`config.mk`:
```
export PLATFORM = sky130hd
export DESIGN_NAME = if_v_4_demod
export DESIGN_NICKNAME = d
export VERILOG_FILES = /design/src/rtl/if_v_4_demod.sv
export SDC_FILE = /design/constraint.sdc
export NUM_CORES = 2
export LEC_CHECK = 0
export BUFFER_PORTS_ARGS = -buffer_cell sky130_fd_sc_hd__buf_2
export CAP_MARGIN = 20
export CELL_PAD_IN_SITES_DETAIL_PLACEMENT = 1
export CELL_PAD_IN_SITES_GLOBAL_PLACEMENT = 1
export CORE_MARGIN = 2
export CORE_UTILIZATION = 30
export DETAILED_ROUTE_END_ITERATION = 8
export PLACE_DENSITY = 0.53
export RECOVER_POWER = 100
export SKIP_CTS_REPAIR_TIMING = 1
export SYNTH_ARGS = -nofsm -noshare
export SYNTH_HDL_FRONTEND = slang
export SYNTH_SLANG_ARGS = --single-unit
```
`constraint.sdc`:
```
create_clock -name clk -period 3.2 [get_ports clk]
set_clock_uncertainty 0.05 [all_clocks]
set_input_delay 0.16 -clock clk [delete_from_list [all_inputs] [get_ports clk]]
set_output_delay 0.16 -clock clk [all_outputs]
set_load 0.02 [all_outputs]
```
`src/rtl/if_v_4_demod.sv`:
```
// if_v_4_demod: correlating bit demodulator; sums sample*reference over SEG_LEN
// accepted samples, then decides the bit from the sign of the correlation.
module if_v_4_demod #(
   parameter int DATA_W  = 32,
   parameter int SEG_LEN = 16,
   parameter int ACC_W   = 2*DATA_W+8
) (
   input  logic              clk,
   input  logic              reset,
   input  logic              sync_clear,
   input  logic              sample_valid,
   output logic              sample_ready,
   input  logic [DATA_W-1:0] sample,
   output logic [7:0]        ref_idx,
   input  logic [DATA_W-1:0] array_ref_wire_4,
   output logic [DATA_W-1:0] bit_out,
   output logic [ACC_W-1:0]  corr_out,
   output logic              bit_valid,
   input  logic              bit_ready
);
   typedef enum logic {ACCUM, HOLD} state_t;
   state_t state, state_d;
   logic [ACC_W-1:0] acc, acc_d, corr_d, sum;
   logic signed [2*DATA_W-1:0] prod;
   logic [7:0] cnt, cnt_d;
   logic [DATA_W-1:0] bit_d;
   logic valid_d;
   assign prod = (2*DATA_W)'($signed(sample)) * (2*DATA_W)'($signed(array_ref_wire_4));
   assign sum = acc + {{(ACC_W-2*DATA_W){prod[2*DATA_W-1]}}, prod};
   assign sample_ready = state == ACCUM;
   assign ref_idx = cnt;
   always_comb begin
      state_d = state;
      acc_d = acc;
      cnt_d = cnt;
      corr_d = corr_out;
      bit_d = bit_out;
      valid_d = bit_valid;
      if (sync_clear) begin
         state_d = ACCUM;
         acc_d = '0;
         cnt_d = '0;
         valid_d = 1'b0;
      end else if (state == HOLD) begin
         state_d = bit_ready ? ACCUM : HOLD;
         valid_d = !bit_ready;
      end else if (sample_valid) begin
         acc_d = cnt == 8'(SEG_LEN-1) ? '0 : sum;
         cnt_d = cnt == 8'(SEG_LEN-1) ? '0 : cnt + 8'd1;
         if (cnt == 8'(SEG_LEN-1)) begin
            state_d = HOLD;
            corr_d = sum;
            bit_d = {{(DATA_W-1){1'b0}}, sum[ACC_W-1]};
            valid_d = 1'b1;
         end
      end
   end
   always_ff @(posedge clk or negedge reset) begin
      if (!reset) begin
         state <= ACCUM;
         acc <= '0;
         cnt <= '0;
         corr_out <= '0;
         bit_out <= '0;
         bit_valid <= 1'b0;
      end else begin
         state <= state_d;
         acc <= acc_d;
         cnt <= cnt_d;
         corr_out <= corr_d;
         bit_out <= bit_d;
         bit_valid <= valid_d;
      end
   end
endmodule

```
# Yosys cells after proc, flatten, opt, wreduce, memory -nomap -nowiden
# Cells that the tools add are included.
[word_totals]
regBits = 155
inputBits = 69
output_inout_bits = 114
wordCells = 37
[op_classes]
add_sub_neg = 2
mul = 1
eq_ne = 2
muxes = 17
bitwise = 2
n_reduce_logical = 7
[op_table]
columns = ["op", "n"]
rows = [
  ["72-bit two-way mux", 4],
  ["72-bit adder", 1],
  ["32-bit by 32-bit multiplier with 64-bit output", 1],
  ["8-bit two-way mux", 4],
  ["1-bit two-way mux", 9],
  ["8-bit by 1-bit adder with 8-bit output (second input constant)", 1],
  ["8-bit by 4-bit == test with 1-bit output (second input constant)", 1],
  ["3-bit nonzero test", 2],
  ["2-bit AND reduction", 2],
  ["4-bit AND reduction", 1],
  ["2-bit != test (second input constant)", 1],
  ["1-bit NOT", 2],
  ["2-bit nonzero test", 1],
  ["1-bit logical NOT", 1],
]

# Depth between registers and ports, before layout
[logic_depth]
ltp_word = 6
mapped_depth = 41
ltp_nobuf = 39

# Least setup slack after synthesis
# Ideal clock, no wire load.
[synth_path]
path_type = "input to register"
start = "input port sample[31]"
end = "register corr_out[71]"
setup_time_ns = 0.128
t_arrival_ns = 9.533
required_time_ns = 3.022
path_slack_ns = -6.510
path_stages = 33
path_buffers = 1
cell_sequence = "clkbuf_1 > nand2_1 > inv_1 > fa_1 > fa_1 > fa_1 > fa_1 > inv_1 > fa_1 > inv_1 > fa_1 > inv_1 > fa_1 > inv_1 > fa_1 > ha_1 > and2_1 > and3_1 > a221oi_1 > nand2b_1 > o211a_1 > o211a_1 > o31ai_1 > xnor2_1 > ha_1 > and3_1 > and2_1 > and3_1 > a221oi_2 > a21oi_1 > a211oi_2 > xnor2_1 > mux2_1"
[synth_between]
elab_chain_len = 2
[synth_rtl]
columns = ["element", "line", "rtl"]
rows = [
  ["start: declaration", "13", "input logic [DATA_W-1:0] sample,"],
  ["32-bit by 32-bit multiplier with 64-bit output", "28", "assign prod = (2*DATA_W)'($signed(sample)) * (2*DATA_W)'($signed(array_ref_wire_4));"],
  ["72-bit adder", "29", "assign sum = acc + {{(ACC_W-2*DATA_W){prod[2*DATA_W-1]}}, prod};"],
  ["end signal: assignment", "70", "corr_out <= corr_d;"],
  ["end: declaration", "17", "output logic [ACC_W-1:0] corr_out,"],
]
# Every way passes these cells.
# A chain may end at the register's enable or synchronous reset.

# Final worst setup path
[layout_path]
start = "input port sample[9]"
end = "register corr_out[68]"
# The elaborated chain is that of the path after synthesis.

==> impl_metrics.json <==
{
  "drcViolationCount": 0,
  "synth_top_family_by_area": "adder cells",
  "period_share_pct": 294,
  "endpoint_kind": "flip-flop",
  "core.rowCount": 143,
  "num_io_pins": 183,
  "dr_wl_met3_mm": 3.46,
  "fmax_mhz": 106,
  "synth-simple-area-share_pct": 14.6,
  "grt_max_degree": 64,
  "fin_nets": 6982,
  "grt_util_all_layers_pct": 18.9,
  "clk_pin_slew_worst_paths_ns": 0.07,
  "critPathLaunchType": "primary input",
  "slowest_stage": "fa_1",
  "n_antenna_cell": 0,
  "max_stage_delay_ns": 0.61,
  "grt_overflow": 0,
  "yosys_register_bits": 154,
  "clock_latency_ns": 0.45,
  "crit_type": "in2reg",
  "syn_area_mm2": 0.0459,
  "place_ws_ns": -7.06,
  "htreeDepth": 4,
  "r2r-end": "corr_out[44]",
  "dieArea_mm2": 0.156,
  "die_h_um": 395,
  "syn_avg_cell_area_um2": 9.48,
  "grt_pass1_wl_mm": 232,
  "fillerInstances": 17200,
  "die_w_um": 395,
  "synthAdderAreaFrac_pct": 54.3,
  "core-area_mm2": 0.152,
  "synth-compound-area-share_pct": 7.75,
  "hold_violations": 0,
  "slew_headroom_pct": -51.0,
  "seqCellArea_mm2": 0.00385,
  "vias_per_cell": 4.60,
  "ys_seq_area_share_pct": 8.40,
  "setup_viol": 136,
  "maxUsedRoutingLayer": "met5",
  "initial_core_util_pct": 30.2,
  "fin_area_mm2": 0.0585,
  "synth_edf_count": 0,
  "antenna_left": 0,
  "maxCapViolCount": 1,
  "cpMostUsedCell": "fa_1",
  "avgRoutedWirePerCell_um": 19.3,
  "holdWs_ns": 0.125,
  "dr.pass1.iters": 5,
  "port_buffers": 151,
  "syn_inst": 4837,
  "path_max_fanout": 10,
  "synthMuxAreaShare_pct": 1.66,
  "timing.final.ws_setup_ns": -6.22,
  "cts-root-buf": "clkbuf_16",
  "drive_gt1_share_pct": 25.5,
  "cts_tree": "built",
  "cts.sinks": 154,
  "multi_input_area_mm2": 0.0399,
  "tightest_slew_ns": 2.26,
  "status": "finished, violations left",
  "reg2reg_slack_ns": -0.58,
  "dr_wl_met2_mm": 71.5,
  "dp_hpwl_mm": 128,
  "wl_met1_mm": 70.2,
  "area_growth_pct": 27.4,
  "postSynth.asyncResetShare_pct": 100,
  "timing.rr.start": "acc[0]",
  "hold_class": "in2reg",
  "failed_checks": "capacitance limit, slew limit, setup timing",
  "yosys_warnings": 0,
  "whs_path_depth": 3,
  "drtIter0Drc": 1321,
  "antenna_found_initial": 8,
  "ys_types": 84,
  "crit_arrival_ns": 9.71,
  "clk_path_buf_depth": 2,
  "routed_wl_mm": 147,
  "worstPathRequired_ns": 3.50,
  "post_dp_cell_area_mm2": 0.0553,
  "whs_endpoint": "bit_valid",
  "finalMaxSlewViolations": 42,
  "first_global_vias": 39700,
  "tritoncts.num_buffers": 17,
  "synthXorXnorAreaFrac_pct": 2.67,
  "rsz0062_at_grt": "yes",
  "hold_start": "sample_valid",
  "place_congestion": 0.834,
  "r2r_cells": 17,
  "post-route-min-period_ns": 9.42,
  "num_vias": 35000,
  "ys.flop_type": "dfrtp_1",
  "fin_util_pct": 38.5
}
-- sequential cells by signal, summed over array words and instances (netlist names) --
signal	flops
acc	72
bit_valid	1
corr_out	72
ref_idx	8
state	1
-- cell families after synthesis --
logic type	Yosys count
AO/OA/AOI/OAI	522
AND/OR/NAND/NOR	1361
XOR/XNOR	140
flip-flops	154
buffers and inverters	1250
multiplexers	68
other	1
adder cells (fa/ha/maj)	1341
-- critical path, delay by kind of cell --
family                     cells  cell delay (ns)
adders and majority gates     10             4.93
AOI/OAI and AO/OA              8             1.85
and+or+nand+nor                9             1.62
buffers and inverters          6             0.62
xor gates and xnor gates       2             0.26
muxes                          1             0.26
-- cell type report --
| type | instances | area share (%) |
|---|---|---|
| Sequential cell | 154 | 6.59 |
| Inverter | 967 | 6.22 |
| Multi-Input combinational cell | 3463 | 68.2 |
| Timing Repair Buffer | 969 | 13.6 |
| Clock inverter | 13 | 0.287 |
| Tap cell | 2030 | 4.35 |
| Clock buffer | 18 | 0.734 |
-- stage by stage --
stage	setup TNS (ns)	instances
after detailed placement	-773.43	7534
after CTS	-712.98	7565
after global placement	-773.82	7534
after floorplan	-593.33	4867
final	-653.03	7614
after global routing	-702.81	7614
-- layout by cell type (no fill, tap or decap), types with 11 or more instances in the layout --
| cell | netlist | layout |
|---|---|---|
| a21o_1 | 75 | 75 |
| a21oi_1 | 137 | 80 |
| a21oi_2 | 0 | 49 |
| a22o_1 | 68 | 68 |
| a31oi_1 | 19 | 11 |
| and2_1 | 467 | 437 |
| and2_4 | 0 | 30 |
| and3_1 | 18 | 12 |
| buf_12 | 0 | 48 |
| buf_2 | 7 | 14 |
| buf_4 | 36 | 737 |
| buf_6 | 4 | 50 |
| buf_8 | 0 | 14 |
| clkbuf_1 | 232 | 86 |
| clkbuf_16 | 0 | 24 |
| conb_1 | 1 | 31 |
| dfrtp_1 | 154 | 154 |
| fa_1 | 1083 | 1011 |
| fa_2 | 0 | 72 |
| ha_1 | 258 | 197 |
| ha_4 | 0 | 56 |
| inv_1 | 964 | 941 |
| inv_2 | 3 | 24 |
| mux2_2 | 63 | 60 |
| nand2_1 | 632 | 611 |
| nand2_2 | 2 | 13 |
| nand2b_1 | 27 | 25 |
| nand3_1 | 30 | 19 |
| nand4_1 | 20 | 20 |
| nor2_1 | 100 | 88 |
| o211ai_1 | 12 | 12 |
| o21a_1 | 15 | 15 |
| o21ai_0 | 58 | 32 |
| o21ai_1 | 30 | 38 |
| o21ai_2 | 2 | 18 |
| o21bai_1 | 19 | 16 |
| xnor2_1 | 94 | 61 |
| xnor2_2 | 0 | 24 |
| xor2_1 | 46 | 36 |
-- cells in the mapped netlist (4+ instances only) --
cell       number  area [um^2]
a31oi_1        19          119
a211oi_1       13         97.6
a211o_1         4         35.0
o21a_1         15          113
nand2_1       632         2370
dfrtp_1       154         3850
fa_1         1083        21700
o211ai_1       12         90.1
buf_2           7         35.0
o21bai_1       19          143
xnor2_1        94          823
buf_1           4         15.0
nand4_1        20          125
buf_6           4         45.0
nor2b_1        11         68.8
nand2b_1       27          169
a2111oi_0       4         35.0
nor2_1        100          375
buf_4          36          270
clkbuf_1      232          871
o21ai_0        58          290
a21boi_0        4         30.0
a41oi_1         5         43.8
o31ai_1         9         67.6
ha_1          258         3230
and3_1         18          113
inv_1         964         3620
nor3_1         19         95.1
a21o_1         75          563
o2111ai_1       7         61.3
mux2_2         63          709
a211oi_2        4         50.1
a21oi_1       137          686
a22o_1         68          596
o21ai_1        30          150
xor2_1         46          403
and4_1          6         52.6
nand3_1        30          150
and2_1        467         2920
-- worst max-delay path by stage --
stage	start	end
after floorplan	array_ref_wire_4[7]	corr_out[71]
after global placement	array_ref_wire_4[5]	corr_out[68]
after detailed placement	array_ref_wire_4[5]	corr_out[70]
after CTS	array_ref_wire_4[5]	corr_out[70]
after global routing	sample[9]	corr_out[68]
final	sample[9]	corr_out[68]
-- layer usage --
metal  vias to the layer above  GRT usage (%)
li1                      16000              -
met1                     18600           27.4
met2                       342           31.6
met3                        98           1.69
met4                         8           2.30
met5                         -              0
Power is left out: the tool's default activity adds up to more than one toggle a clock period on the data nets, which glitch-free logic cannot reach.
